<file path="src/rtl/uart_pkg.sv">
// Shared definitions for the UART transmit arbiter: state encoding and the
// default word width.
package uart_pkg;

  localparam int DEFAULT_WORD_BITS = 8;

  localparam logic [1:0] ST_IDLE  = 2'd0;
  localparam logic [1:0] ST_GRANT = 2'd1;
  localparam logic [1:0] ST_START = 2'd2;
  localparam logic [1:0] ST_WAIT  = 2'd3;

  typedef enum logic [1:0] {
    IDLE  = ST_IDLE,
    GRANT = ST_GRANT,
    START = ST_START,
    WAIT  = ST_WAIT
  } arb_state_t;

endpackage

</file>
<file path="src/rtl/uart_rr_pick2.sv">
// Combinational two-way round-robin pick: with both requesters valid, the one
// that did not own the transmitter last time wins.
module uart_rr_pick2 (
  input  logic [1:0] valid,
  input  logic       last_grant,
  output logic       any,
  output logic       index
);

  always_comb begin
    any = |valid;
    if (&valid) begin
      index = ~last_grant;
    end else begin
      index = valid[1];
    end
  end

endmodule

</file>
<file path="src/rtl/uart_tx_arbiter.sv">
// Shares one UART transmitter between the echo FIFO (requester 0) and the
// Morse/status source (requester 1), with a watchdog on the done handshake.
module uart_tx_arbiter
  import uart_pkg::*;
#(
  parameter int WORD_BITS     = DEFAULT_WORD_BITS,
  parameter int TIMEOUT_LIMIT = 1048576,
  parameter int TIMEOUT_BITS  = 21
) (
  input  logic                 clk_i,
  input  logic                 reset_i,
  input  logic                 req0_valid_i,
  input  logic [WORD_BITS-1:0] req0_data_i,
  output logic                 req0_ack_o,
  input  logic                 req1_valid_i,
  input  logic [WORD_BITS-1:0] req1_data_i,
  output logic                 req1_ack_o,
  output logic                 tx_start_o,
  output logic [WORD_BITS-1:0] tx_data_o,
  input  logic                 tx_done_i,
  output logic                 busy_o,
  output logic                 grant_o,
  output logic                 timeout_o
);

  localparam logic [TIMEOUT_BITS-1:0] WAIT_LAST = TIMEOUT_BITS'(TIMEOUT_LIMIT - 1);

  arb_state_t state, state_next;

  logic [TIMEOUT_BITS-1:0] wd_count, wd_count_next;
  logic [WORD_BITS-1:0]    data_next;
  logic                    ack0_next;
  logic                    ack1_next;
  logic                    start_next;
  logic                    timeout_next;
  logic                    busy_next;
  logic                    grant_next;
  logic                    pick_any;
  logic                    pick_index;

  uart_rr_pick2 u_pick (
    .valid      ({req1_valid_i, req0_valid_i}),
    .last_grant (grant_o),
    .any        (pick_any),
    .index      (pick_index)
  );

  // Every output is computed one cycle ahead here and registered below, so
  // the pulses and the busy flag line up with the state they belong to.
  always_comb begin
    state_next    = state;
    wd_count_next = wd_count;
    data_next     = tx_data_o;
    grant_next    = grant_o;
    ack0_next     = 1'b0;
    ack1_next     = 1'b0;
    start_next    = 1'b0;
    timeout_next  = 1'b0;

    case (state)
      IDLE: begin
        if (pick_any) begin
          state_next = GRANT;
          grant_next = pick_index;
          data_next  = pick_index ? req1_data_i : req0_data_i;
          ack0_next  = ~pick_index;
          ack1_next  = pick_index;
        end
      end
      GRANT: begin
        state_next = START;
        start_next = 1'b1;
      end
      START: begin
        state_next    = WAIT;
        wd_count_next = '0;
      end
      WAIT: begin
        // A done always wins over an abort landing on the same edge.
        if (tx_done_i) begin
          state_next = IDLE;
        end else if (wd_count == WAIT_LAST) begin
          state_next   = IDLE;
          timeout_next = 1'b1;
        end else begin
          wd_count_next = wd_count + TIMEOUT_BITS'(1);
        end
      end
      default: begin
        state_next = IDLE;
      end
    endcase

    busy_next = (state_next != IDLE);
  end

  always_ff @(posedge clk_i) begin
    if (!reset_i) begin
      state      <= IDLE;
      wd_count   <= '0;
      tx_data_o  <= '0;
      grant_o    <= 1'b1;
      req0_ack_o <= 1'b0;
      req1_ack_o <= 1'b0;
      tx_start_o <= 1'b0;
      timeout_o  <= 1'b0;
      busy_o     <= 1'b0;
    end else begin
      state      <= state_next;
      wd_count   <= wd_count_next;
      tx_data_o  <= data_next;
      grant_o    <= grant_next;
      req0_ack_o <= ack0_next;
      req1_ack_o <= ack1_next;
      tx_start_o <= start_next;
      timeout_o  <= timeout_next;
      busy_o     <= busy_next;
    end
  end

endmodule

</file>
<file path="config.mk">
export PLATFORM = sky130hd
export DESIGN_NAME = uart_tx_arbiter
export DESIGN_NICKNAME = d
export VERILOG_FILES = /design/src/rtl/uart_pkg.sv /design/src/rtl/uart_rr_pick2.sv /design/src/rtl/uart_tx_arbiter.sv
export SDC_FILE = /design/constraint.sdc
export NUM_CORES = 1
export LEC_CHECK = 0
export CORE_MARGIN = 1
export CORE_UTILIZATION = 38
export CTS_CLUSTER_SIZE = 20
export DETAILED_ROUTE_END_ITERATION = 8
export PLACE_DENSITY = 0.63
export SKIP_LAST_GASP = 1
export SLEW_MARGIN = 20
export SYNTH_ARGS = -nofsm -noshare
export SYNTH_HDL_FRONTEND = slang
export SYNTH_SLANG_ARGS = --single-unit
</file>
<file path="constraint.sdc">
create_clock -name clk_i -period 2 [get_ports clk_i]
set_input_delay 0.2 -clock clk_i [delete_from_list [all_inputs] [get_ports clk_i]]
set_output_delay 0.2 -clock clk_i [all_outputs]
set_load 0.05 [all_outputs]
</file>
==> run metrics <==
Arr. time, crit path 2.19 ns; Switching Fraction 0.309; post-synthesis sequential area ratio 0.423; clock sink total 37; leading register cell type out of synthesis sky130_fd_sc_hd__dfxtp_1; number of rows created at floorplan 24; number of buffers created by CTS 5; number of flops mapped to enable cells by yosys 0; part of the total power dissipated in the clock network 0.315; number of instances on the worst hold path 1; combined area of all synthesized cells around 1700 um2; Port Buffer Count 34; Slowest cell on crit path sky130_fd_sc_hd__or4_4; worst hold margin 0.442 ns; cell breakdown of the critical path ha_4, nand4_2, or4_4, or4_1, a21oi_1; R2R depth 5; Internal Pwr Total between 1 and 1.5 mW; number of library cell types mapped by synthesis 42; most common library cell in the layout ignoring fill and taps sky130_fd_sc_hd__dfxtp_1; result of the run complete, no violations; nature of the critical path endpoint register; total nets after synthesis 226; cell area reported after detailed placement 2280 um2; maximum vdd drop 0.462 mV; power density over the cells 764 nW/um2; final core utilization 0.547; RSZ-0062 raised after global routing true; total number of yosys warnings 0; DRC violation count after routing 0; post-synthesis average cell area 8.57 um2; Clock transition at path regs 0.07 ns; clock tree from TritonCTS yes; Max Clk Rate about 510 MHz; synthesis-to-finish area growth 37.2%; horizontal die dimension 69.8 um; Inserted Diodes 0; latest clock arrival within the worst-skew pair approximately 0.29 ns; HP Start wd_count[20]$_SDFFE_PN0P_; cell count after synthesis approximately 200; Crit Reg-Reg Startpoint wd_count[1]$_SDFFE_PN0P_; worst hold path class reg2reg; global-route wire length before repair 7.00 mm; fraction of registers with async set or reset after synthesis 0; setup clock skew after layout 0.00700 ns; relative slew slack 0.641; area of the core region 4380 um2; cell area after layout 2400 um2; final hold violations 0; startpoint types register; Via density approximately 5.3; effective utilization at floorplan 0.399; most used cells in the layout excluding fill and tap cells sky130_fd_sc_hd__dfxtp_1, sky130_fd_sc_hd__clkdlybuf4s50_1, sky130_fd_sc_hd__nor2_1; Hold Path Sink wd_count[20]$_SDFFE_PN0P_; slew at the pin closest to its max-slew limit 0.536 ns; total power 1.83 mW; vias in the first global route roughly 1,500; overall via count from detail_route 1,648; total negative slack for setup checks 0 ns; Clock Tree Buf Depth 2; number of optimization iterations in the first detailed-route pass 4; final net count 280; number of pins exceeding their max-slew limit in the final report 0; crit share post-route 0.986; die boundary height 69.8 um; relative contribution of sequential cells to total power 0.442; total length of routed wires between 4 and 5 mm; gp weighted congestion 0.909; post-route antenna net violation count 0; DPL Wire Length 3.20 mm; number of levels in the clock H-tree 2; Post-Place Setup Slack 0.0894 ns; initial detailed-routing violation count around 130; Final min period 1.97 ns; static power due to leakage 0.932 nW; data required time of the critical path about 2.2 ns; post-layout instance count excluding filler cells 311; max incr delay on CP between 0.6 and 0.7 ns; placed cell count approximately 300; reg2reg setup slack between 0.02 and 0.03 ns; CP Max Fanout 9; share of cells above drive strength 1 0.151; I/O pin count 35; fraction of power consumed by combinational cells 0.243; number of hold-repair buffers added at the cts stage 0; R2R Path End wd_count[16]$_SDFFE_PN0P_; pin count of the biggest net entering global routing 20; maxcap violations 0; number of setup violations in the final report 0; launch point of the worst path wd_count[1]$_SDFFE_PN0P_; antenna violations before repair 0; flip-flop and latch count after synthesis 37; final worst-path setup slack 0.0274 ns; average wire per cell in the routed design 13.9 um; reported net switching power 0.566 mW; die area about 4900 um2; Root Driver sky130_fd_sc_hd__clkbuf_8; worst setup path class reg2reg; Overall Global Routing Usage 0.183; remaining global-route overflow 0
-- worst max path at each step --
stage / cells after the start / endpoint / slack [ns]
floorplan: 6 / wd_count[16]$_SDFFE_PN0P_ / 0.02
global placement: 5 / wd_count[16]$_SDFFE_PN0P_ / 0.11
detailed placement: 5 / wd_count[16]$_SDFFE_PN0P_ / 0.09
CTS: 5 / wd_count[16]$_SDFFE_PN0P_ / 0.08
global route: 6 / wd_count[18]$_SDFFE_PN0P_ / -0.04
finish: 5 / wd_count[16]$_SDFFE_PN0P_ / 0.03
-- power by group through the flow --
stage               registers (mW)  clock network (mW)  logic, mW
floorplan                    0.945                   0      0.146
global placement             0.826                   0      0.441
detailed placement           0.825                   0      0.442
CTS                          0.809               0.589      0.443
global route                 0.815               0.623      0.475
finish                       0.809               0.577      0.446
-- logic make-up after synthesis --
family | share of synthesized area
flip-flops | 0.423
AND/OR/NAND/NOR | 0.242
adder cells (fa/ha/maj) | 0.00715
multiplexers | 0.0572
XOR/XNOR | 0.0150
AO/OA/AOI/OAI | 0.216
buffers and inverters | 0.0393
-- sequential cells by signal, indices dropped and copies added, names as in the netlist --
signal and flops:
wd_count 21, tx_data_o 8, state 2, busy_o 1, grant_o 1, req0_ack_o 1
req1_ack_o 1, timeout_o 1, tx_start_o 1
-- routing by layer --
| layer | vias to the layer above | routed length [um] | track usage |
|---|---|---|---|
| li1 | 874 | - | - |
| met1 | 727 | 2110 | 0.246 |
| met2 | 40 | 1930 | 0.284 |
| met3 | 7 | 224 | 0.0494 |
| met4 | 0 | 50 | 0.0556 |
| met5 | - | 0 | 0 |
-- cell type report --
class	count	area, um2
Fill cell	401	1980
Clock buffer	7	96.3
Clock inverter	1	5.00
Tap cell	52	65.1
Timing Repair Buffer	56	503
Multi-Input combinational cell	151	961
Inverter	7	26.3
Sequential cell	37	743
-- worst max-delay path, delay by kind of cell, from the launching register on --
kind                       cells  cell delay, ns
adders and majority gates      1            0.15
AOI/OAI and AO/OA              1            0.14
and+or+nand+nor                3            1.27
DFF                            1            0.35
-- repair_timing --
item / CTS / global route
endpoints found under the setup margin: 0 / 6
buffers inserted: 0 / 1
resized for setup: 0 / 5
-- synth_stat cells (2+ instances only) --
library cell | instances | area share
sky130_fd_sc_hd__inv_1 | 6 | 0.013
sky130_fd_sc_hd__nand3_1 | 11 | 0.031
sky130_fd_sc_hd__nand4_2 | 2 | 0.014
sky130_fd_sc_hd__and4_1 | 3 | 0.015
sky130_fd_sc_hd__o31ai_1 | 2 | 0.0086
sky130_fd_sc_hd__a31oi_1 | 6 | 0.021
sky130_fd_sc_hd__nor2_1 | 25 | 0.054
sky130_fd_sc_hd__nor4_1 | 2 | 0.0072
sky130_fd_sc_hd__nand4_1 | 4 | 0.014
sky130_fd_sc_hd__o21a_1 | 3 | 0.013
sky130_fd_sc_hd__o211ai_1 | 3 | 0.013
sky130_fd_sc_hd__a21boi_0 | 3 | 0.013
sky130_fd_sc_hd__mux2i_1 | 10 | 0.057
sky130_fd_sc_hd__a211oi_1 | 8 | 0.034
sky130_fd_sc_hd__nor2b_1 | 3 | 0.011
sky130_fd_sc_hd__nand2_1 | 11 | 0.024
sky130_fd_sc_hd__a21o_1 | 2 | 0.0086
sky130_fd_sc_hd__o21ai_0 | 10 | 0.029
sky130_fd_sc_hd__and2_1 | 2 | 0.0072
sky130_fd_sc_hd__and3_1 | 3 | 0.011
sky130_fd_sc_hd__xor2_1 | 3 | 0.015
sky130_fd_sc_hd__clkbuf_1 | 7 | 0.015
sky130_fd_sc_hd__or4_1 | 3 | 0.013
sky130_fd_sc_hd__nor3_1 | 7 | 0.020
sky130_fd_sc_hd__dfxtp_1 | 37 | 0.42
sky130_fd_sc_hd__a21oi_1 | 12 | 0.034
No activity file was read; power rests on OpenSTA's default activity.
==> RTL edit (same flow settings) <==
Change the parameter `TIMEOUT_LIMIT` from 1048576 to 786432.
--- a/src/rtl/uart_tx_arbiter.sv
+++ b/src/rtl/uart_tx_arbiter.sv
@@ -5,5 +5,5 @@
 #(
   parameter int WORD_BITS     = DEFAULT_WORD_BITS,
-  parameter int TIMEOUT_LIMIT = 1048576,
+  parameter int TIMEOUT_LIMIT = 786432,
   parameter int TIMEOUT_BITS  = 21
 ) (
Formal check against the unedited RTL: same outputs for any inputs over 10 cycles, from zero or initial values and one cycle with reset_i low; that may be too few to reach the edited logic, so the function may still have changed.
==> RTL edit against the unedited design <==
  * Global-route usage increased by 0.81 points
  * Worst hold slack gained 31 ps
  * Design area rose by 0.31%
  * Area after synthesis increased by 0.29%
  * Synthesized cell count rose by 0.98%
  * Sequential cell count stayed put
  * Worst setup slack improved by 37 ps
  * Via count increased by 2.1%
  * Power shrank 1.9%
  * Routed wire length increased by 0.69%
==> RTL edit: results (changes against the unedited design) <==
Setup path:
- The setup slack of the worst register-to-register path was 60 ps (was 30 ps).
- The number of cells on the worst reg-to-reg path is 6 (was 5).
- The critical path capture point is wd_count[3] (was wd_count[16]).
- The maximum fanout encountered on the critical timing path was 18 (was 9).
- The startpoint of the most critical register-to-register path was wd_count[19] (was wd_count[1]).

Finish:
- The combined area of the multi-input logic cells was 952 um^2 (was 961 um^2).
- The number of nets in the finished design came to 285 (was 280).
- The number of filler cells placed in the layout is 432 (was 401).
- The area taken by flip-flops and latches is 741 um^2 (was 743 um^2).
- The area added between synthesis and finish is 37.2% (about the same).
- The number of logic inverters in the finished layout is 8 (was 7).
- The share of cells above drive strength 1 is 15.6% (was 15.1%).

Run status:
- Run status: complete, no violations (unchanged).

Detailed routing:
- The routed length on met1 was 2090 um (was 2110 um).
- The initial detailed-routing violation count is 92 (was 132).
- The wire length on met3 is 266 um (was 224 um).
- The detailed-route vias per instance is 5.34 (was 5.30).
- The routed length on met2 came to 1930 um (about the same).

Placed design:
- The instance area at placement came to 0.00229 mm^2 (was 0.00228 mm^2).
- The number of placed instances with taps included is 306 (was 301).
- The global placement routability congestion is 0.817 (was 0.909).

Synthesis:
- Top post-synthesis cells by count: sky130_fd_sc_hd__dfxtp_1, sky130_fd_sc_hd__nor2_1, sky130_fd_sc_hd__a21oi_1 (unchanged).
- The fraction of the yosys area taken by sequential cells is 42.2% (was 42.3%).
- Dominant cells by area after synthesis: sky130_fd_sc_hd__dfxtp_1, sky130_fd_sc_hd__a21oi_1, sky130_fd_sc_hd__mux2i_1 (was sky130_fd_sc_hd__dfxtp_1, sky130_fd_sc_hd__mux2i_1, sky130_fd_sc_hd__nor2_1).
- The post-synthesis cell type count came to 40 (was 42).
- The net count of the mapped netlist was 228 (was 226).

Timing:
- The share of the clock period used by the worst path is 96.8% (was 98.6%).
- The headroom to the max-slew limit is 65.2% (was 64.1%).
- The minimum hold slack came to 473 ps (was 442 ps).
- The clock skew is 7.80 ps (was 7.00 ps).

GRT:
- The met1 track utilization from global routing is 24.3% (was 24.6%).
- The met3 capacity usage during global routing is 5.92% (was 4.94%).

Pwr:
- The maximum VDD drop is 0.462 mV (about the same).
- The clock network power is 534 uW (was 577 uW).
- The total leakage power is 0.886 nW (was 0.932 nW).
- The internal power summed over all cells is 1.23 mW (was 1.27 mW).
- The power density over the cells is 747 mW/mm^2 (was 764 mW/mm^2).

Min path:
- The worst hold path depth is 2 (was 1).
[RTL edit: changes by cell type after synthesis, sizes merged, moves of 3 or more]
cell    unedited run  this run
a31oi              6         2
xor2               3         0
and4               3         0
or3                0         5
nand2             11        20
nand3             11         8
o21a               3         0
a21oi             12        21
o21ai             10         7
o211ai             3         0
[RTL edit: worst max-delay path: stages, from the launching register on]
cell	delay [ps]
sky130_fd_sc_hd__dfxtp_1	330
sky130_fd_sc_hd__or3b_4	410
sky130_fd_sc_hd__or4_4	540
sky130_fd_sc_hd__o21ai_4	190
sky130_fd_sc_hd__buf_12	170
sky130_fd_sc_hd__o21ai_0	100
sky130_fd_sc_hd__a21oi_1	130
[RTL edit: logic make-up (layout without fill, tap and decap cells)]
group	count (synthesis)	count (layout)	share of synthesized area, %
and+or+nand+nor	84	84	24.5
AOI/OAI and AO/OA	57	57	21.5
DFF	37	37	42.2
buffers and inverters	16	73	4.78
muxes	10	10	5.71
adders and majority gates	1	1	0.713
xor gates and xnor gates	1	1	0.499
